**src/rtl/bit_count_sched_if.sv**
```systemverilog
// Request/response bundle between requesters, the consumer and bit_count_sched.
// Every transfer is valid/ready: it happens on a rising edge where both are high; once raised, valid and its payload hold until that edge.
interface bit_count_sched_if #(
  parameter int WIDTH   = 8,
  parameter int NUM_REQ = 4
);
  localparam int CW = $clog2(WIDTH + 1);
  localparam int IW = (NUM_REQ > 1) ? $clog2(NUM_REQ) : 1;

  logic [NUM_REQ-1:0]       req_valid;
  logic [NUM_REQ*WIDTH-1:0] req_data;
  logic [NUM_REQ-1:0]       req_ready;
  logic                     resp_valid;
  logic                     resp_ready;
  logic [CW-1:0]            resp_data;
  logic [IW-1:0]            resp_id;
  logic                     resp_err;

  modport master (
    output req_valid, req_data, resp_ready,
    input  req_ready, resp_valid, resp_data, resp_id, resp_err
  );

  modport slave (
    input  req_valid, req_data, resp_ready,
    output req_ready, resp_valid, resp_data, resp_id, resp_err
  );
endinterface

```
**src/rtl/bit_count_sched.sv**
```systemverilog
// Round-robin arbiter and sequencer for a shared clear-lowest-bit population-count datapath.
// One operation in flight; results are returned tagged with the owning requester.
module bit_count_sched #(
  parameter int WIDTH   = 8,
  parameter int NUM_REQ = 4
) (
  input  logic                         clk,
  input  logic                         rst,
  bit_count_sched_if.slave             bus,
  output logic                         busy,
  output logic [WIDTH-1:0]             dp_in,
  output logic                         dp_n_en,
  output logic                         dp_n_sel,
  output logic                         dp_count_en,
  output logic                         dp_count_sel,
  output logic                         dp_out_en,
  input  logic                         dp_n_eq_0,
  input  logic [$clog2(WIDTH+1)-1:0]   dp_out,
  output logic [1:0]                   dbg_state
);
  localparam int CW = $clog2(WIDTH + 1);
  localparam int IW = (NUM_REQ > 1) ? $clog2(NUM_REQ) : 1;

  typedef enum logic [1:0] {
    IDLE = 2'd0,
    LOOP = 2'd1,
    DONE = 2'd2
  } state_t;

  state_t          state, state_next;
  logic [IW-1:0]   rr_ptr;
  logic [CW-1:0]   iter;
  logic [IW-1:0]   resp_id_q;
  logic            resp_err_q;

  logic [WIDTH-1:0] req_op [NUM_REQ];
  logic [IW-1:0]    grant, cand;
  logic             found;
  logic             accept, loop_step, set_err, resp_fire, resp_valid_c;

  always_comb begin
    for (int i = 0; i < NUM_REQ; i++) begin
      req_op[i] = bus.req_data[i*WIDTH +: WIDTH];
    end
  end

  // Search starts just above the last grant so every requester gets a turn.
  always_comb begin
    found = 1'b0;
    grant = '0;
    cand  = '0;
    for (int i = 1; i <= NUM_REQ; i++) begin
      cand = IW'((int'(rr_ptr) + i) % NUM_REQ);
      if (!found && bus.req_valid[cand]) begin
        found = 1'b1;
        grant = cand;
      end
    end
  end

  always_comb begin
    state_next    = state;
    bus.req_ready = '0;
    dp_in         = '0;
    dp_n_en       = 1'b0;
    dp_n_sel      = 1'b0;
    dp_count_en   = 1'b0;
    dp_count_sel  = 1'b0;
    dp_out_en     = 1'b0;
    accept        = 1'b0;
    loop_step     = 1'b0;
    set_err       = 1'b0;
    resp_fire     = 1'b0;
    resp_valid_c  = 1'b0;
    unique case (state)
      IDLE: begin
        // Gating on rst keeps req_ready and the strobes quiet while reset is held.
        if (rst && found) begin
          bus.req_ready[grant] = 1'b1;
          dp_in        = req_op[grant];
          dp_n_en      = 1'b1;
          dp_n_sel     = 1'b1;
          dp_count_en  = 1'b1;
          dp_count_sel = 1'b1;
          accept       = 1'b1;
          state_next   = LOOP;
        end
      end
      LOOP: begin
        if (dp_n_eq_0) begin
          dp_out_en  = 1'b1;
          state_next = DONE;
        end else if (iter == CW'(WIDTH)) begin
          dp_out_en  = 1'b1;
          set_err    = 1'b1;
          state_next = DONE;
        end else begin
          dp_n_en     = 1'b1;
          dp_count_en = 1'b1;
          loop_step   = 1'b1;
        end
      end
      DONE: begin
        resp_valid_c = 1'b1;
        if (bus.resp_ready) begin
          resp_fire  = 1'b1;
          state_next = IDLE;
        end
      end
      default: state_next = IDLE;
    endcase
  end

  always_ff @(posedge clk or negedge rst) begin
    if (!rst) begin
      state      <= IDLE;
      rr_ptr     <= IW'(NUM_REQ - 1);
      iter       <= '0;
      resp_id_q  <= '0;
      resp_err_q <= 1'b0;
    end else begin
      state <= state_next;
      if (accept) begin
        resp_id_q <= grant;
        rr_ptr    <= grant;
        iter      <= '0;
      end else if (loop_step) begin
        iter <= iter + 1'b1;
      end
      if (set_err) begin
        resp_err_q <= 1'b1;
      end else if (resp_fire) begin
        resp_err_q <= 1'b0;
      end
    end
  end

  assign bus.resp_valid = resp_valid_c;
  assign bus.resp_data  = resp_valid_c ? dp_out : '0;
  assign bus.resp_id    = resp_id_q;
  assign bus.resp_err   = resp_err_q;
  assign busy           = (state != IDLE);
  assign dbg_state      = state;
endmodule

```
**src/flat_wrapper.sv**
```systemverilog
// flat-port wrapper written by rule: the top's interface ports become plain ports
module bit_count_sched_flat 
#(
  parameter int WIDTH   = 8,
  parameter int NUM_REQ = 4
)
  (clk, rst, busy, dp_in, dp_n_en, dp_n_sel, dp_count_en, dp_count_sel, dp_out_en, dp_n_eq_0, dp_out, dbg_state, bus_req_valid, bus_req_data, bus_resp_ready, bus_req_ready, bus_resp_valid, bus_resp_data, bus_resp_id, bus_resp_err);
  bit_count_sched_if #(.WIDTH(WIDTH), .NUM_REQ(NUM_REQ)) bus_i ();
  input  logic clk;
  input  logic rst;
  output logic busy;
  output logic [WIDTH-1:0] dp_in;
  output logic dp_n_en;
  output logic dp_n_sel;
  output logic dp_count_en;
  output logic dp_count_sel;
  output logic dp_out_en;
  input  logic dp_n_eq_0;
  input  logic [$clog2(WIDTH+1)-1:0] dp_out;
  output logic [1:0] dbg_state;
  input wire logic [$bits(bus_i.req_valid)-1:0] bus_req_valid;
  input wire logic [$bits(bus_i.req_data)-1:0] bus_req_data;
  input wire logic [$bits(bus_i.resp_ready)-1:0] bus_resp_ready;
  output wire logic [$bits(bus_i.req_ready)-1:0] bus_req_ready;
  output wire logic [$bits(bus_i.resp_valid)-1:0] bus_resp_valid;
  output wire logic [$bits(bus_i.resp_data)-1:0] bus_resp_data;
  output wire logic [$bits(bus_i.resp_id)-1:0] bus_resp_id;
  output wire logic [$bits(bus_i.resp_err)-1:0] bus_resp_err;
  assign bus_i.req_valid = bus_req_valid;
  assign bus_i.req_data = bus_req_data;
  assign bus_i.resp_ready = bus_resp_ready;
  assign bus_req_ready = bus_i.req_ready;
  assign bus_resp_valid = bus_i.resp_valid;
  assign bus_resp_data = bus_i.resp_data;
  assign bus_resp_id = bus_i.resp_id;
  assign bus_resp_err = bus_i.resp_err;
  bit_count_sched #(.WIDTH(WIDTH), .NUM_REQ(NUM_REQ)) u_core (.clk(clk), .rst(rst), .bus(bus_i), .busy(busy), .dp_in(dp_in), .dp_n_en(dp_n_en), .dp_n_sel(dp_n_sel), .dp_count_en(dp_count_en), .dp_count_sel(dp_count_sel), .dp_out_en(dp_out_en), .dp_n_eq_0(dp_n_eq_0), .dp_out(dp_out), .dbg_state(dbg_state));
endmodule
```
**config.mk**
```make
export PLATFORM = sky130hd
export DESIGN_NAME = bit_count_sched_flat
export DESIGN_NICKNAME = d
export VERILOG_FILES = /design/src/rtl/bit_count_sched_if.sv /design/src/rtl/bit_count_sched.sv /design/src/flat_wrapper.sv
export SDC_FILE = /design/constraint.sdc
export NUM_CORES = 1
export LEC_CHECK = 0
export BUFFER_PORTS_ARGS = -buffer_cell sky130_fd_sc_hd__buf_2
export CORE_AREA = 2 2 55 57
export DETAILED_ROUTE_END_ITERATION = 10
export DIE_AREA = 0 0 57 59
export PLACE_DENSITY_LB_ADDON = 0.05
export SLEW_MARGIN = 5
export SYNTH_ARGS = -nofsm -noshare
export SYNTH_HDL_FRONTEND = slang
export SYNTH_SLANG_ARGS = --single-unit
export TNS_END_PERCENT = 50
```
**constraint.sdc**
```tcl
create_clock -name clk -period 1.7 [get_ports clk]
set_input_delay 0.34 -clock clk [delete_from_list [all_inputs] [get_ports clk]]
set_output_delay 0.34 -clock clk [all_outputs]
set_load 0.02 [all_outputs]
```
==> After elaboration in Yosys (flattened, before gate mapping) <==
Index checks and enable logic that the tools add are counted.
{ "word_totals": {"regBits": 11, "in_bits": 44, "output_inout_bits": 28, "word_cells": 86} }
{ "op_classes": {"n_addsub": 5, "magnitude_cmp": 7, "eq_ne": 6, "muxes": 49, "n_bitwise": 1, "n_reduce_logical": 13} }
{ "op_table": {"columns": ["operator", "count"], "rows": [
  ["$mux W8", 4],
  ["$mux W1", 24],
  ["$mux W4", 5],
  ["$bmux W8 S2", 1],
  ["$mux W2", 8],
  ["$lt A2 B3 Y1 const B", 5],
  ["$bmux W1 S2", 4],
  ["$pmux W2 S3", 1],
  ["$reduce_bool A2 Y1", 3],
  ["$logic_and A1 B1 Y1", 5],
  ["$add A2 B1 Y2 const B", 2],
  ["$add A2 B2 Y2 const B", 2],
  ["$add A4 B1 Y4 const B", 1],
  ["$eq A4 B4 Y1 const B", 1],
  ["$ge A3 B3 Y1 const B", 1],
  ["$logic_not A1 Y1", 3],
  ["$ne A3 B2 Y1 const B", 1],
  ["$not A2 Y3", 1],
  ["$reduce_and A3 Y1", 1],
  ["$demux W1 S2", 1],
  ["$eq A2 B1 Y1 const B", 1],
  ["$eq A2 B2 Y1 const B", 1],
  ["$ge A2 B1 Y1 const B", 1],
  ["$logic_not A2 Y1", 1],
  ["3 further kinds", 3]
]} }

==> Depth between registers and ports, before layout <==
{ "depth": {"depth_word": 19, "depth_mapped": 7} }

==> Worst setup path before layout <==
No wires, ideal clock.
{ "synth_path": {"kind": "reg-to-output", "start": "register u_core.state[0] (netlist: u_core.dbg_state[0])", "end": "output port dp_n_en", "arrival_ns": 1.624, "t_required_ns": 1.360, "path_slack_ns": -0.264, "path_stages_with_launch": 8, "n_path_buf": 2, "path_cell_list": "dfrtp_1 nor2_1 nand2_1 a21o_1 inv_1 buf_2 or2_2 buf_4"} }
{ "synth_via": {"elab_chain_cells": 2, "word_cells_on_any_way": 3} }
{ "synth_lines": {"columns": ["item", "line_no", "text"], "rows": [
  ["start, declared", "bit_count_sched.sv:30", "state_t state, state_next;"],
  ["start signal, assigned", "bit_count_sched.sv:122", "state <= state_next;"],
  ["$eq A2 B1 Y1 / $logic_not A2 Y1 (equally long branches)", null, null],
  ["$pmux W1 S2 (*)", null, null],
  ["end, declared", "flat_wrapper.sv:13", "output logic dp_n_en;"]
]} }
Every way passes the cells marked *; elsewhere a longest branch is shown, timed or not.

==> Worst setup path after layout <==
{ "layout_path": {"start": "register u_core.rr_ptr[0]", "end": "output port dp_in[5]"} }
{ "layout_via": {"elab_chain_cells": 19, "word_cells_on_any_way": 33} }
{ "layout_lines": {"columns": ["item", "line_no", "text"], "rows": [
  ["start, declared", "bit_count_sched.sv:31", "logic [IW-1:0] rr_ptr;"],
  ["start signal, assigned", "bit_count_sched.sv:117", "rr_ptr <= IW'(NUM_REQ - 1);"],
  ["start signal, assigned", "bit_count_sched.sv:125", "rr_ptr <= grant;"],
  ["$add A2 B1 Y2", "bit_count_sched.sv:53", "cand = IW'((int'(rr_ptr) + i) % NUM_REQ);"],
  ["$bmux W1 S2", "bit_count_sched.sv:54", "if (!found && bus.req_valid[cand]) begin"],
  ["$mux W1 (implied by the code)", "bit_count_sched.sv:54", null],
  ["$mux W1", "bit_count_sched.sv:54", null],
  ["$logic_not A1 Y1", "bit_count_sched.sv:54", null],
  ["$logic_and A1 B1 Y1", "bit_count_sched.sv:54", null],
  ["$mux W1", "bit_count_sched.sv:54", null],
  ["$logic_not A1 Y1", "bit_count_sched.sv:54", null],
  ["(+2 left out)", null, null],
  ["$logic_not A1 Y1", "bit_count_sched.sv:54", null],
  ["$logic_and A1 B1 Y1", "bit_count_sched.sv:54", null],
  ["$mux W2", "bit_count_sched.sv:54", null],
  ["$not A2 Y3 (implied by the code)", "bit_count_sched.sv:80", "dp_in = req_op[grant];"],
  ["$bmux W8 S2", "bit_count_sched.sv:80", null],
  ["$mux W8 (implied by the code) (2 in series)", "bit_count_sched.sv:80", null],
  ["$mux W8 (*)", "bit_count_sched.sv:78", "if (rst && found) begin"],
  ["$mux W8 (*)", "bit_count_sched.sv:75", "unique case (state)"],
  ["end, declared", "flat_wrapper.sv:12", "output logic [WIDTH-1:0] dp_in;"]
]} }
Every way passes the cells marked *; elsewhere a longest branch is shown, timed or not. The select of a mux whose other input is x is not followed.

==> key figures <==
Logic synthesis
  • Mapped cell area: 921 um^2
  • Async SR Flop Fraction: 100%
  • Synth top area cells: dfrtp_1 (24%), mux2i_1 (18%), o22ai_1 (6.1%), dfstp_2 (5.7%), nor2_1 (5.3%)
  • Complex-gate fraction of the synthesized area: 13.5%
  • Synthesized Nets: 151
  • Syn avg cell area: between 8 and 9 um^2
  • Cells after Synth: about 110
  • Most frequent cell after synthesis: mux2i_1
  • Largest family of logic cells by synthesized area: simple AND/OR/NAND/NOR gates
  • Post-synthesis adder-cell area fraction: around 2.7%
  • Ys Warns: 0
  • Multiplexer share of the synthesized area: a little under a fifth
  • Synth cell count leaders: mux2i_1 (17), nor2_1 (13), dfrtp_1 (9), o22ai_1 (9), nand2_1 (7)
  • Leading area contributor after synthesis: dfrtp_1
  • Post-Synth Simple-Gate Area: between 20% and 30%
  • Post-synth EDFFs: 0
  • Number of distinct library cells after synthesis: 28
  • Synth top area share: about 24%
  • Prevailing post-synth register cell: dfrtp_1
  • Synth Register Bits: 11
  • XOR/XNOR Fraction of Synth Area: under 10%
  • Register area share after synthesis: slightly above 30%

Worst setup path
  • CP most frequent cell: buf_6
  • CP Data Required Time: 1360 ps
  • Critical path launch point type: flip-flop
  • Critical path's slowest cell: dfstp_2
  • WP buf/inv: 3
  • CP Class: reg -> out
  • Crit-path max cell delay: 550 ps
  • Worst setup EP type: output pin
  • Worst Path Max Fanout: 8
  • Worst Path Arrival: just over 2000 ps
  • Top Family by Delay on Critical Path: flip-flops
  • CP Cell Sequence: nand2b_4, a21oi_2, nor3_4, buf_6, buf_16, mux2i_4, o22ai_4, buf_6

Place
  • Port buffer count: 71
  • Placer Congestion: roughly 0.78
  • Hpwl dp: approximately 2400 um

Job
  • Max Cap Viol: 0

Final layout
  • Diode count: 0
  • Fillers: 176
  • Ratio of cells with drive above 1 in the final layout: between 70% and 80%
  • Finished Core Util: between 70 and 80%
  • Final Net Count: about 250
  • P&R area growth vs syn: 128%

Global routing
  • Initial antenna violation count: 0
  • Tot GR Track Use: a little over a fifth
  • Vias in the first global route: ~1200
  • Overflow after GRT: 0
  • First-pass GRT wire length: about 5500 um
  • Pin count of the biggest net entering global routing: 12

Timing
  • Slew Viols, Final: 0
  • Worst slew pin tran: between 300 and 400 ps
  • Final hold vios: 0
  • Final setup margin: -664 ps
  • Accumulated negative setup slack: -7670 ps
  • Clock Skews: 4.54 ps
  • Achievable frequency: 423 MHz
  • Normalized max-slew margin: between 70% and 80%
  • Crit share post-route: 139%
  • Min cycle time layout: around 2400 ps
  • Unrepaired setup endpoints after global routing: yes
  • Final setup violation count: 17

Drt
  • Routed WL: 3500 um
  • First DRT Iteration DRCs: 24
  • Drc violations: 0
  • Post-DR vias/cell: roughly 5.1
  • Antenna Nets Post-Route: 0
  • DR pass1 iterations: 4
  • Overall via count from detail_route: 1184
  • Routed WL per cell: between 15 and 20 um

Pwr
  • Total power: about 3.4 mW
  • Lkg Pwr: about 0.96 nW
  • Worst-case vdd ir drop: about 0.0012 V
  • Pwr Density: around 1600 nW/um^2

Worst hold path
  • Worst hold path type: in -> async

Floorplan
  • IO Count: just over 70
  • Rows: 19
  • Width of the die: ~57 um
  • Starting density of the core: between 30% and 40%
  • Overall die area: ~3400 um^2
  • Core area: 2710 um^2
  • Die Height: around 59 um

CTS
  • Clk sinks: 11
  • TritonCTS clock tree: yes
  • H-tree levels: 1
  • Cts bufs inserted: 3
  • Clk Latency, worst-skew pair: between 200 and 300 ps
  • Clock tree root buffer cell: clkbuf_4
  • Worst-case clock buffer depth: 2
  • Clock Pin Slew Worst Setup and Hold Paths: 70 ps

Status
  • Status: complete, but fails checks
  • Failing checks: setup timing
-- final cells by class --
class,instances,area (um^2),area share (%)
multi-input combinational,83,997,47.6
sequential,11,280,13.4
tap,31,38.8,1.85
clock buffer,4,26.3,1.25
timing repair buffer,97,731,34.9
inverter,6,22.5,1.07
-- path summary, 6_finish.rpt --
path | startpoint | to | slack [ps] | depth (start not counted)
min in group clk | bus_resp_ready | u_core.dbg_state[1]$_DFFE_PN0P_ | 280 | 2
min | rst | u_core.bus.resp_id[0]$_DFFE_PN0P_ | 30 | 2
max reg2reg | u_core.rr_ptr[0]$_DFFE_PN1P_ | u_core.bus.resp_id[1]$_DFFE_PN0P_ | 70 | 7
max | u_core.rr_ptr[0]$_DFFE_PN1P_ | dp_in[5] | -660 | 8
min reg2reg | u_core.bus.resp_id[1]$_DFFE_PN0P_ | u_core.bus.resp_id[1]$_DFFE_PN0P_ | 480 | 2
max in group asynchronous | rst | u_core.rr_ptr[1]$_DFFE_PN1P_ | 1450 | 2
-- layer usage --
| metal | wire [um] | up-vias | part of all wire [%] | GRT usage, % |
|---|---|---|---|---|
| met5 | 0 | - | 0 | 0 |
| met4 | 19 | 0 | 0.54 | 5.65 |
| met3 | 219 | 2 | 6.3 | 3.28 |
| met2 | 2030 | 45 | 58 | 41.5 |
| met1 | 1230 | 569 | 35 | 22.6 |
| li1 | - | 568 | - | - |
-- registers in the layout, indices dropped and copies added (netlist names) --
| signal | cells |
|---|---|
| u_core.rr_ptr | 2 |
| u_core.bus.resp_id | 2 |
| u_core.iter | 4 |
| u_core.bus.resp_err | 1 |
| u_core.dbg_state | 2 |
-- logic make-up (layout without fill, tap and decap cells) --
group                      Yosys count  in the layout
DFF                                 11             11
muxes                               17             17
and+or+nand+nor                     42             42
xor gates and xnor gates             3              3
buffers and inverters               11            107
adders and majority gates            2              2
AOI/OAI and AO/OA                   19             19
-- worst reg2reg max path, delay by kind of cell, from the launching register on --
family | cells | cell delay, ps
compound gates | 1 | 180
flops | 1 | 550
buf+inv | 2 | 260
simple gates | 4 | 540
-- cells in the final DEF, fill, tap and decap left out, types with 2 or more instances in the layout --
| master | n |
|---|---|
| inv_2 | 2 |
| a21oi_1 | 2 |
| ha_1 | 2 |
| dfrtp_2 | 2 |
| dfrtp_1 | 7 |
| clkbuf_4 | 3 |
| nand2b_1 | 3 |
| a21oi_2 | 2 |
| xor2_1 | 2 |
| buf_2 | 55 |
| dfstp_2 | 2 |
| nand2_2 | 2 |
| mux2i_4 | 16 |
| nand2b_4 | 2 |
| buf_12 | 2 |
| nor2_4 | 2 |
| inv_1 | 4 |
| nor2_1 | 11 |
| nor3_4 | 4 |
| and2_1 | 4 |
| o22ai_4 | 8 |
| nand2_1 | 4 |
| buf_4 | 18 |
| and3_4 | 2 |
| buf_16 | 2 |
| a21o_1 | 3 |
| buf_6 | 20 |
-- power breakdown --
| group | total, mW | internal (mW) | switching (mW) |
|---|---|---|---|
| combinational | 2.76 | 1.46 | 1.30 |
| clock | 0.175 | 0.0907 | 0.0847 |
| sequential | 0.443 | 0.371 | 0.0716 |
| total | 3.37 | 1.92 | 1.45 |
-- stage by stage --
stage	cell area, um^2	cells	hold WS, ps	setup slack, ps
global route	2100	232	33.4	-721
CTS	2030	231	12.2	-617
floorplan	1210	105	44.4	-178
global placement	1730	222	299	-359
detailed placement	1730	222	296	-431
finish	2100	232	27.4	-664
-- timing repair --
item                       CTS  global route
setup endpoints to repair   21            22
gates resized for setup     52            13
buffers inserted             3             1
pin swaps                    6             6
hold buffers                 0             0
cloned                       2             0
Note: power is estimated with default switching activity, not from simulation.
